===== config.mk =====
export PLATFORM = sky130hd
export DESIGN_NAME = uart_client_rx
export DESIGN_NICKNAME = d
export VERILOG_FILES = /design/src/rtl/uart_client_rx.sv
export SDC_FILE = /design/constraint.sdc
export NUM_CORES = 1
export LEC_CHECK = 0
export CAP_MARGIN = 20
export CORE_ASPECT_RATIO = 1.1
export CORE_MARGIN = 5
export CORE_UTILIZATION = 30
export DETAILED_ROUTE_END_ITERATION = 10
export SLEW_MARGIN = 20
export SYNTH_ARGS = -nofsm -noshare
export SYNTH_HDL_FRONTEND = slang
export SYNTH_SLANG_ARGS = --single-unit

===== constraint.sdc =====
create_clock -name sourceClk -period 2.2 [get_ports sourceClk]
set_input_delay 0.44 -clock sourceClk [delete_from_list [all_inputs] [get_ports sourceClk]]
set_output_delay 0.44 -clock sourceClk [all_outputs]
set_load 0.01 [all_outputs]

===== src/rtl/uart_client_rx.sv =====
// UART receiver: 8 data bits, no parity, 1 stop bit, LSB first, mid-bit sampling of a synchronized line.
// Latency: rx_complete fires 2 + CLKS_PER_BIT/2 + 9*CLKS_PER_BIT + 2 cycles after the rx_in falling edge.
// Backpressure: none; rx_byte/rx_complete/frame_error are strobes the consumer must take on the cycle given.
module uart_client_rx #(
    // Cycles per UART bit; legal range 8..4095 and even, so CLKS_PER_BIT/2 is an exact half bit.
    parameter int CLKS_PER_BIT = 104
) (
    input  logic       sourceClk,
    input  logic       reset,
    input  logic       rx_en,
    input  logic       rx_in,
    output logic [7:0] rx_byte,
    output logic       rx_complete,
    output logic       frame_error,
    output logic       busy
);

    // The timer only ever has to hold CLKS_PER_BIT-1, so clog2 of the bit period is wide enough
    // and the counter can never wrap before reaching either compare value.
    localparam int TW = $clog2(CLKS_PER_BIT);
    localparam logic [TW-1:0] FULL_M1 = TW'(CLKS_PER_BIT - 1);
    localparam logic [TW-1:0] HALF_M1 = TW'(CLKS_PER_BIT / 2 - 1);
    localparam logic [TW-1:0] TIMER_ONE = TW'(1);

    typedef enum logic [2:0] {
        IDLE       = 3'd0,
        START      = 3'd1,
        DATA       = 3'd2,
        STOP       = 3'd3,
        DONE       = 3'd4,
        BREAK_WAIT = 3'd5
    } state_t;

    // Synchronizer stages; reset high so a reset never looks like a start bit.
    logic          rx_meta_q;
    logic          rx_sync_q;

    state_t        state_q;
    state_t        state_d;

    logic [TW-1:0] timer_q;
    logic [TW-1:0] timer_d;
    logic [TW-1:0] timer_inc;
    logic [2:0]    bit_idx_q;
    logic [2:0]    bit_idx_d;
    logic [7:0]    shift_q;
    logic [7:0]    shift_d;
    logic [7:0]    rx_byte_q;
    logic [7:0]    rx_byte_d;
    logic          rx_complete_q;
    logic          rx_complete_d;
    logic          frame_error_q;
    logic          frame_error_d;

    assign timer_inc = timer_q + TIMER_ONE;

    // Two-flop synchronizer: rx_in is asynchronous and is never used before rx_sync_q.
    always_ff @(posedge sourceClk) begin
        if (reset) begin
            rx_meta_q <= 1'b1;
            rx_sync_q <= 1'b1;
        end else begin
            rx_meta_q <= rx_in;
            rx_sync_q <= rx_meta_q;
        end
    end

    // FSM state register.
    always_ff @(posedge sourceClk) begin
        if (reset) begin
            state_q <= IDLE;
        end else begin
            state_q <= state_d;
        end
    end

    // Next state and datapath updates: bit timing, shifting, byte capture and strobes.
    always_comb begin
        state_d       = state_q;
        timer_d       = timer_q;
        bit_idx_d     = bit_idx_q;
        shift_d       = shift_q;
        rx_byte_d     = rx_byte_q;
        rx_complete_d = 1'b0;
        frame_error_d = 1'b0;

        case (state_q)
            IDLE: begin
                // rx_en only gates new start detection; a frame already under way always finishes.
                if (rx_en && !rx_sync_q) begin
                    state_d = START;
                    timer_d = '0;
                end
            end

            START: begin
                // Re-check the line half a bit in: still low means a real start bit, high means a glitch.
                if (timer_q == HALF_M1) begin
                    timer_d   = '0;
                    bit_idx_d = 3'd0;
                    state_d   = rx_sync_q ? IDLE : DATA;
                end else begin
                    timer_d = timer_inc;
                end
            end

            DATA: begin
                // One full bit period after the previous sample lands in the middle of the next bit.
                if (timer_q == FULL_M1) begin
                    timer_d   = '0;
                    shift_d   = {rx_sync_q, shift_q[7:1]};
                    bit_idx_d = bit_idx_q + 3'd1;
                    if (bit_idx_q == 3'd7) begin
                        state_d = STOP;
                    end
                end else begin
                    timer_d = timer_inc;
                end
            end

            STOP: begin
                if (timer_q == FULL_M1) begin
                    timer_d = '0;
                    if (rx_sync_q) begin
                        state_d = DONE;
                    end else begin
                        // Bad stop bit: flag it once here and park until the line goes idle,
                        // so a held-low break cannot retrigger start detection.
                        frame_error_d = 1'b1;
                        state_d       = BREAK_WAIT;
                    end
                end else begin
                    timer_d = timer_inc;
                end
            end

            DONE: begin
                // rx_byte only ever changes here, so a framing error leaves the old byte intact.
                rx_byte_d     = shift_q;
                rx_complete_d = 1'b1;
                state_d       = IDLE;
            end

            BREAK_WAIT: begin
                if (rx_sync_q) begin
                    state_d = IDLE;
                end
            end

            default: begin
                state_d = IDLE;
            end
        endcase
    end

    // Datapath registers; reset clears everything so an aborted frame leaves nothing behind.
    always_ff @(posedge sourceClk) begin
        if (reset) begin
            timer_q       <= '0;
            bit_idx_q     <= 3'd0;
            shift_q       <= 8'h00;
            rx_byte_q     <= 8'h00;
            rx_complete_q <= 1'b0;
            frame_error_q <= 1'b0;
        end else begin
            timer_q       <= timer_d;
            bit_idx_q     <= bit_idx_d;
            shift_q       <= shift_d;
            rx_byte_q     <= rx_byte_d;
            rx_complete_q <= rx_complete_d;
            frame_error_q <= frame_error_d;
        end
    end

    assign rx_byte     = rx_byte_q;
    assign rx_complete = rx_complete_q;
    assign frame_error = frame_error_q;
    assign busy        = (state_q != IDLE);

endmodule

## After elaboration in Yosys (flattened, before gate mapping)

Cells that the tools add are included.

| operators by class | value |
|---|---|
| reductions and logical operators | 12 |
| multiplexer cells | 18 |
| bitwise operators | 2 |
| equality and inequality tests | 14 |
| add/sub/neg operators | 2 |

Operators with widths:

| operator | count |
|---|---|
| $mux W3 | 8 |
| $mux W7 | 3 |
| $pmux W7 S3 | 1 |
| $pmux W3 S5 | 1 |
| $ne A2 B2 Y1 const B | 6 |
| $eq A3 B3 Y1 const B | 3 |
| $add A7 B1 Y7 const B | 1 |
| $eq A7 B6 Y1 const B | 1 |
| $eq A7 B7 Y1 const B | 1 |
| $eq A3 B2 Y1 const B | 2 |
| $pmux W3 S2 | 1 |
| $reduce_and A6 Y1 | 1 |
| $reduce_bool A3 Y1 | 2 |
| $reduce_and A2 Y1 | 2 |
| $add A3 B1 Y3 const B | 1 |
| $eq A3 B1 Y1 const B | 1 |
| $logic_not A3 Y1 | 1 |
| $mux W1 | 3 |
| $reduce_and A3 Y1 | 1 |
| $reduce_or A3 Y1 | 1 |
| $mux W2 | 1 |
| $not A1 Y1 | 2 |
| $reduce_bool A2 Y1 | 1 |
| $reduce_or A2 Y1 | 1 |
| 2 further kinds | 2 |

| storage, ports and cells | value |
|---|---|
| input port bits | 4 |
| register bits | 33 |
| output and inout port bits | 11 |
| word-level logic and storage cells | 57 |

## Longest topological paths before layout

Gate-level depths: netlist (run 1).

| logic depth | value |
|---|---|
| depth after elaboration | 4 |
| gate-level depth with buffers | 6 |
| mapped depth without buffers | 6 |

## Worst setup path after synthesis (run 1)

No wires, ideal clock.

| path | value |
|---|---|
| path type | flip-flop to flip-flop |
| start | register timer_q[0] |
| end | register state_q[0] |
| setup slack | 747 ps |
| library setup time | 123 ps |
| required time | 2077 ps |
| clock period less this slack | 1453 ps |
| cell stages (with the launch flop) | 7 |
| data arrival time | 1331 ps |
| path buffers | 0 |
| cell sequence | dfxtp_1 -> ha_1 -> and2b_1 -> and3_1 -> a221oi_2 -> a31oi_1 -> mux2i_1 |

| on the way | value |
|---|---|
| word-level cells in the longest chain between the ends | 3 |
| elaborated cells between the ends (all ways) | 6 |
| those cells by class | eq/ne (5); reduce/logical (1) |

Ends and longest elaborated chain:

| item | line | source |
|---|---|---|
| start: declaration | 41 | `logic [TW-1:0] timer_q;` |
| start signal: assignment | 166 | `timer_q <= timer_d;` |
| $eq A7 B7 Y1 or $eq A7 B6 Y1 (tied branches) | 109, 122, 98 |  |
| $ne A2 B2 Y1 (no line) | -- |  |
| $reduce_and A6 Y1 (no line) (*) | -- |  |
| end signal: assignment | 73 | `state_q <= state_d;` |
| end: declaration | 38 | `state_t state_q;` |

Mark *: on every way between the ends. The rest lies on a longest branch, timed or not.
A chain may end at the register's enable or synchronous reset.

## Worst setup path after layout (run 1)

| path | value |
|---|---|
| start | register state_q[0] |
| end | output port busy |

| on the way | value |
|---|---|
| word-level cells in the longest chain between the ends | 1 |

Ends and longest elaborated chain:

| item | line | source |
|---|---|---|
| $reduce_bool A3 Y1 | 178 | `assign busy = (state_q != IDLE);` |
| end: declaration | 15 | `output logic busy` |

No other way between the ends.

==> metrics.txt, run 1 <==
status=completed; CP Class=flip-flop to output pin; drt first pass iters=4; Critical R2R Capture=timer_q[1]$_SDFFE_PP0P_; setup bufs post-CTS=0; largest net degree at the start of global routing=30; Final period util=0.930; arrival time at the worst endpoint=1610 ps; Reg2Reg Depth=5; hold endpoint=rx_sync_q$_SDFF_PP1_; Total GRT Usage=0.0921; Util after Layout=0.363; CTS Buf Count=5; Reg clk slew, reported paths=70 ps; Synth top area share=0.417; Max-Cap Viols=0; via count=1216; number of antenna diodes=0; setup TNS=0 ps; Worst Clk Skew=10.1 ps; htree depth=2; Setup crit start kind=flip-flop; Post-synth top flop=dfxtp_1; port bufs=14; cell count after synthesis=171; die area=6830 sq um; most frequent cells in the layout=dfxtp_1 (33), nand2_1 (25), nor2_1 (16); worst slew pin tran=522 ps; hold wc startpoint=rx_meta_q$_SDFF_PP1_; Cell Area, Placed=1760 sq um; # setup viols final=0; clk_lat worst skew=280 ps; Cell Area, Synth=1580 sq um; Avg Cell Area, Syn=9.26 sq um; final slew viol count=0; Leak=0.754 nW; RSZ-0062 raised after global routing=false; Iteration-0 DRC Markers=26; switching portion of total power=0.232; crit path max fanout=13; Hold-fix buffers, CTS=0; die width=79.3 um; vias per std cell=4.94; first-pass GRT wire length=5060 um; Ys Warns=0; Reg area=661 sq um; CTS tree=built; Synth Register Bits=33; power per cell area=592 nW/um^2; Yosys cell types=42; Pwr Total=1.09 mW; Psw=253 uW; Comb pwr share=0.037; Synth area leaders=dfxtp_1 (42%), mux2i_1 (7.6%), nand2_1 (5.9%); fmax=0.489 GHz; GP Congestion=0.785; DR WL/cell=11.7 um; cell internal pwr=838 uW; DRC Markers=0; Final ANT Viol Nets=0; Total Wirelength=2890 um; Nets=194; CTS max path bufs=2; Post-Route Hold Slack=416 ps; Mapped Nets=178; CTS root buf=clkbuf_8; fraction of layout cells with a size suffix above 1=0.128; fin area=1840 sq um; Seq/Total Area, Yosys=0.417; biggest area consumer among synthesized cells=dfxtp_1; GRT Residual Overflow=0; core area=5070 sq um; number of enable flip-flop cells after synthesis=0; Worst R2R Setup Slack=560 ps; VDD IR max=0.000259 V; reg2reg start=state_q[0]$_SDFFE_PP0P_; initial antenna violation count=0; Die Y=86.2 um; vias in the first global route=1159; clk sinks=33; Final Hold Viols=0; path category of the worst min-delay check=flip-flop to flip-flop; dpl hpwl=2050 um; initial cell density of the core=0.313; CP required=1760 ps; row cnt=27; relative slew slack=0.651; sequential share of power=0.554; asr flop ratio synth=0; leading cell type in the layout, fill and taps excluded=dfxtp_1; Multi-input gate area=845 sq um; hold path depth=1; CP endpoint kind=output pin; clock network fraction of design power=0.408; Tmin final=2050 ps; Syn-to-layout area delta=16.3%; # resized after CTS=0; I/O pin total=15; Layout fillers=534
==> worst max path at each step <==
| stage | from | to | slack [ps] | cells after the start |
|---|---|---|---|---|
| global route | state_q[0]$_SDFFE_PP0P_ | busy | 110 | 2 |
| detailed placement | reset | bit_idx_q[0]$_SDFFE_PP0P_ | 330 | 5 |
| floorplan | timer_q[0]$_SDFFE_PP0P_ | state_q[0]$_SDFFE_PP0P_ | 750 | 6 |
| CTS | state_q[0]$_SDFFE_PP0P_ | busy | 130 | 2 |
| finish | state_q[0]$_SDFFE_PP0P_ | busy | 150 | 2 |
| global placement | reset | bit_idx_q[0]$_SDFFE_PP0P_ | 340 | 5 |
==> cell usage after synthesis (all sizes together) (2+ instances only) <==
cell type and n:
dfxtp 33, nand2 26, nor2 16, a21oi 14, mux2i 12, nand2b 8, buf 6, nand3 5
and3 4, and2b 3, clkbuf 3, ha 3, nand3b 3, o31ai 3, a211o 2, a21o 2
a22o 2, and4bb 2, inv 2, nor3 2, nor4 2, or2 2, or2b 2, or3 2
or4 2
==> sequential cells by signal, summed over array words and instances (netlist names) <==
name,flops
shift_q,8
frame_error,1
rx_meta_q,1
rx_sync_q,1
rx_complete,1
rx_byte,8
state_q,3
bit_idx_q,3
timer_q,7
==> stage by stage <==
stage	std cells	setup slack, ps
after global routing	246	110
after detailed placement	238	333
after floorplan	171	747
after global placement	238	338
after CTS	246	135
final	246	154
==> layer usage <==
metal  track usage  vias to the layer above  wire length [um]
met5             0                        -                 0
met1         0.109                      566              1380
met2         0.155                       16              1340
met3        0.0260                        4               102
li1              -                      630                 -
met4        0.0422                        0                57
==> critical path: stages, from the launching register on <==
cell and delay (ps):
dfxtp_1 430, or3_1 410, clkdlybuf4s50_1 490
==> logic make-up after synthesis <==
| kind of cell | count (synthesis) | synth area share |
|---|---|---|
| mux | 12 | 0.0758 |
| fa+ha+maj | 3 | 0.0237 |
| buf+inv | 11 | 0.0498 |
| simple gates | 83 | 0.295 |
| flops | 33 | 0.417 |
| compound gates | 29 | 0.138 |
==> power groups by stage <==
stage,Clock [mW],Combinational (mW),Sequential (mW)
floorplan,0,0.0326,0.616
global placement,0,0.0411,0.618
detailed placement,0,0.0410,0.618
CTS,0.463,0.0411,0.604
global route,0.482,0.0450,0.604
finish,0.445,0.0406,0.604
==> area by class of cell <==
class	count	share of cell area
Clock buffer	5	0.0374
Inverter	2	0.00408
Clock inverter	3	0.00951
Tap cell	58	0.0394
Timing Repair Buffer	18	0.0924
Multi-Input combinational cell	127	0.459
Sequential cell	33	0.359
No activity file was read; power rests on OpenSTA's default activity.
==> run 2, diff against run 1 <==
--- a/config.mk
+++ b/config.mk
@@ -9,7 +9,9 @@
 export CORE_ASPECT_RATIO = 1.1
 export CORE_MARGIN = 5
 export CORE_UTILIZATION = 30
+export CTS_CLUSTER_DIAMETER = 100
 export DETAILED_ROUTE_END_ITERATION = 10
+export REMOVE_ABC_BUFFERS = 1
 export SLEW_MARGIN = 20
 export SYNTH_ARGS = -nofsm -noshare
 export SYNTH_HDL_FRONTEND = slang
==> constraint.sdc (replaced) <==
create_clock -name sourceClk -period 2.4 [get_ports sourceClk]
set_input_delay 0.48 -clock sourceClk [delete_from_list [all_inputs] [get_ports sourceClk]]
set_output_delay 0.48 -clock sourceClk [all_outputs]
set_load 0.01 [all_outputs]
==> metrics.txt, run 2 (synthesis results as in run 1) <==
GRT Residual Overflow=0 (unchanged); Total Wirelength=3000 um (+4.0%); port bufs=14 (unchanged); met3 usage=0.0281 (+0.00208); drt first pass iters=4 (unchanged); htree depth=2 (unchanged); CTS tree=built; first-pass GRT wire length=5260 um (+4.0%); Total GRT Usage=0.0963 (+0.00419); die area=6830 sq um (unchanged); Leak=0.768 nW (+1.8%); Critical R2R Capture=timer_q[1]$_SDFFE_PP0P_; CP required=1920 ps (+160 ps); Multi-input gate area=845 sq um (unchanged); row cnt=27 (unchanged); Worst Clk Skew=2.25 ps (-7.89 ps); Reg2Reg Depth=5 (unchanged); I/O pin total=15 (unchanged); CP endpoint kind=output pin; status=completed; worst slew pin tran=538 ps (+16.2 ps); M2 GR Usage=0.145 (-0.00919); final slew viol count=0 (unchanged); Max-Cap Viols=0 (unchanged); Reg clk slew, reported paths=70 ps (about the same); Worst R2R Setup Slack=740 ps (+180 ps); M1 GR Usage=0.129 (+0.0207); CP Class=flip-flop to output pin; number of antenna diodes=0 (unchanged); crit path max fanout=13 (unchanged); fraction of layout cells with a size suffix above 1=0.122 (-0.00532); Nets=194 (unchanged); Final ANT Viol Nets=0 (unchanged); # setup viols final=0 (unchanged); vias in the first global route=1091 (-5.9%); hold endpoint=rx_sync_q$_SDFF_PP1_; CTS root buf=clkbuf_8; Hold-fix buffers, CTS=0 (unchanged); GRT busiest layer=met2; Reg area=661 sq um (unchanged); Critical Path Start=state_q[0]$_SDFFE_PP0P_; reg2reg start=state_q[0]$_SDFFE_PP0P_; CTS Buf Count=5 (unchanged); Post-Place Setup Slack=341 ps (+7.78 ps); Iteration-0 DRC Markers=69 (+170%); Syn-to-layout area delta=18.2%; # resized after CTS=0 (unchanged); clk_lat worst skew=280 ps (about the same); VDD IR max=0.000213 V (-18%); Layout fillers=528 (-1.1%); core area=5070 sq um (unchanged); vias per std cell=4.87 (-1.6%); fmax=0.480 GHz; setup bufs post-CTS=0 (unchanged); Final Hold Viols=0 (unchanged); clk sinks=33 (unchanged); largest net degree at the start of global routing=19 (-37%); hold wc startpoint=rx_meta_q$_SDFF_PP1_; DRC Markers=0 (unchanged); RSZ-0062 raised after global routing=false; Final period util=0.868; via count=1197 (-1.6%); setup TNS=0 ps (unchanged); GP Congestion=0.736 (-6.3%); arrival time at the worst endpoint=1600 ps (about the same); DR WL/cell=12.2 um (+4.0%); Tmin final=2080 ps; hold path depth=1 (unchanged); power per cell area=603 nW/um^2 (+1.8%); initial antenna violation count=0 (unchanged); leading cell type in the layout, fill and taps excluded=dfxtp_1; die width=79.3 um (unchanged); initial cell density of the core=0.313 (unchanged); Pwr Total=1.13 mW (+3.5%); Die Y=86.2 um (unchanged); CTS max path bufs=2 (unchanged); dpl hpwl=2060 um (+0.28%); most frequent cells in the layout=dfxtp_1 (33), nand2_1 (25), nor2_1 (16); setup ws final=318 ps (+164 ps); path category of the worst min-delay check=flip-flop to flip-flop; Setup crit start kind=flip-flop; relative slew slack=0.640 (-0.0106)
-- run 2: stage by stage --
stage / std cells / hold WS [ps] / area (sq um) / util
after floorplan: 162 / 389 / 1510 / -
after global placement: 238 / 394 / 1760 / 0.346
after global routing: 246 / 427 / 1870 / 0.369
after CTS: 246 / 419 / 1870 / 0.369
after detailed placement: 238 / 399 / 1760 / 0.346
final: 246 / 416 / 1870 / 0.369
-- run 2: power breakdown --
| part | switching (mW) | leakage, nW | internal, mW |
|---|---|---|---|
| Sequential | 0.00360 | 0.266 | 0.551 |
| Combinational | 0.0211 | 0.443 | 0.0187 |
| Clock | 0.196 | 0.0585 | 0.338 |
-- run 2: cell type report --
type                            instances  share of cell area
Timing Repair Buffer                   18              0.0909
Tap cell                               58              0.0388
Clock inverter                          1              0.0160
Inverter                                2             0.00401
Sequential cell                        33               0.353
Multi-Input combinational cell        127               0.451
Clock buffer                            7              0.0461
-- run 2: metal layers --
layer / part of all wire / wire length (um)
met5: 0 / 0
met4: 0.011 / 33
met3: 0.027 / 82
met2: 0.44 / 1320
met1: 0.52 / 1570
-- run 2: critical path: stages (launching register included) --
cell and delay (ps):
dfxtp_1 430, or3_1 400, clkdlybuf4s50_1 490
-- run 2: how the worst max path moves through the flow --
| stage | to | slack, ps | cells after the start |
|---|---|---|---|
| after floorplan | timer_q[4]$_SDFFE_PP0P_ | 910 | 4 |
| after global placement | bit_idx_q[2]$_SDFFE_PP0P_ | 380 | 4 |
| after detailed placement | bit_idx_q[0]$_SDFFE_PP0P_ | 340 | 4 |
| after CTS | busy | 300 | 2 |
| after global routing | busy | 210 | 2 |
| final | busy | 320 | 2 |
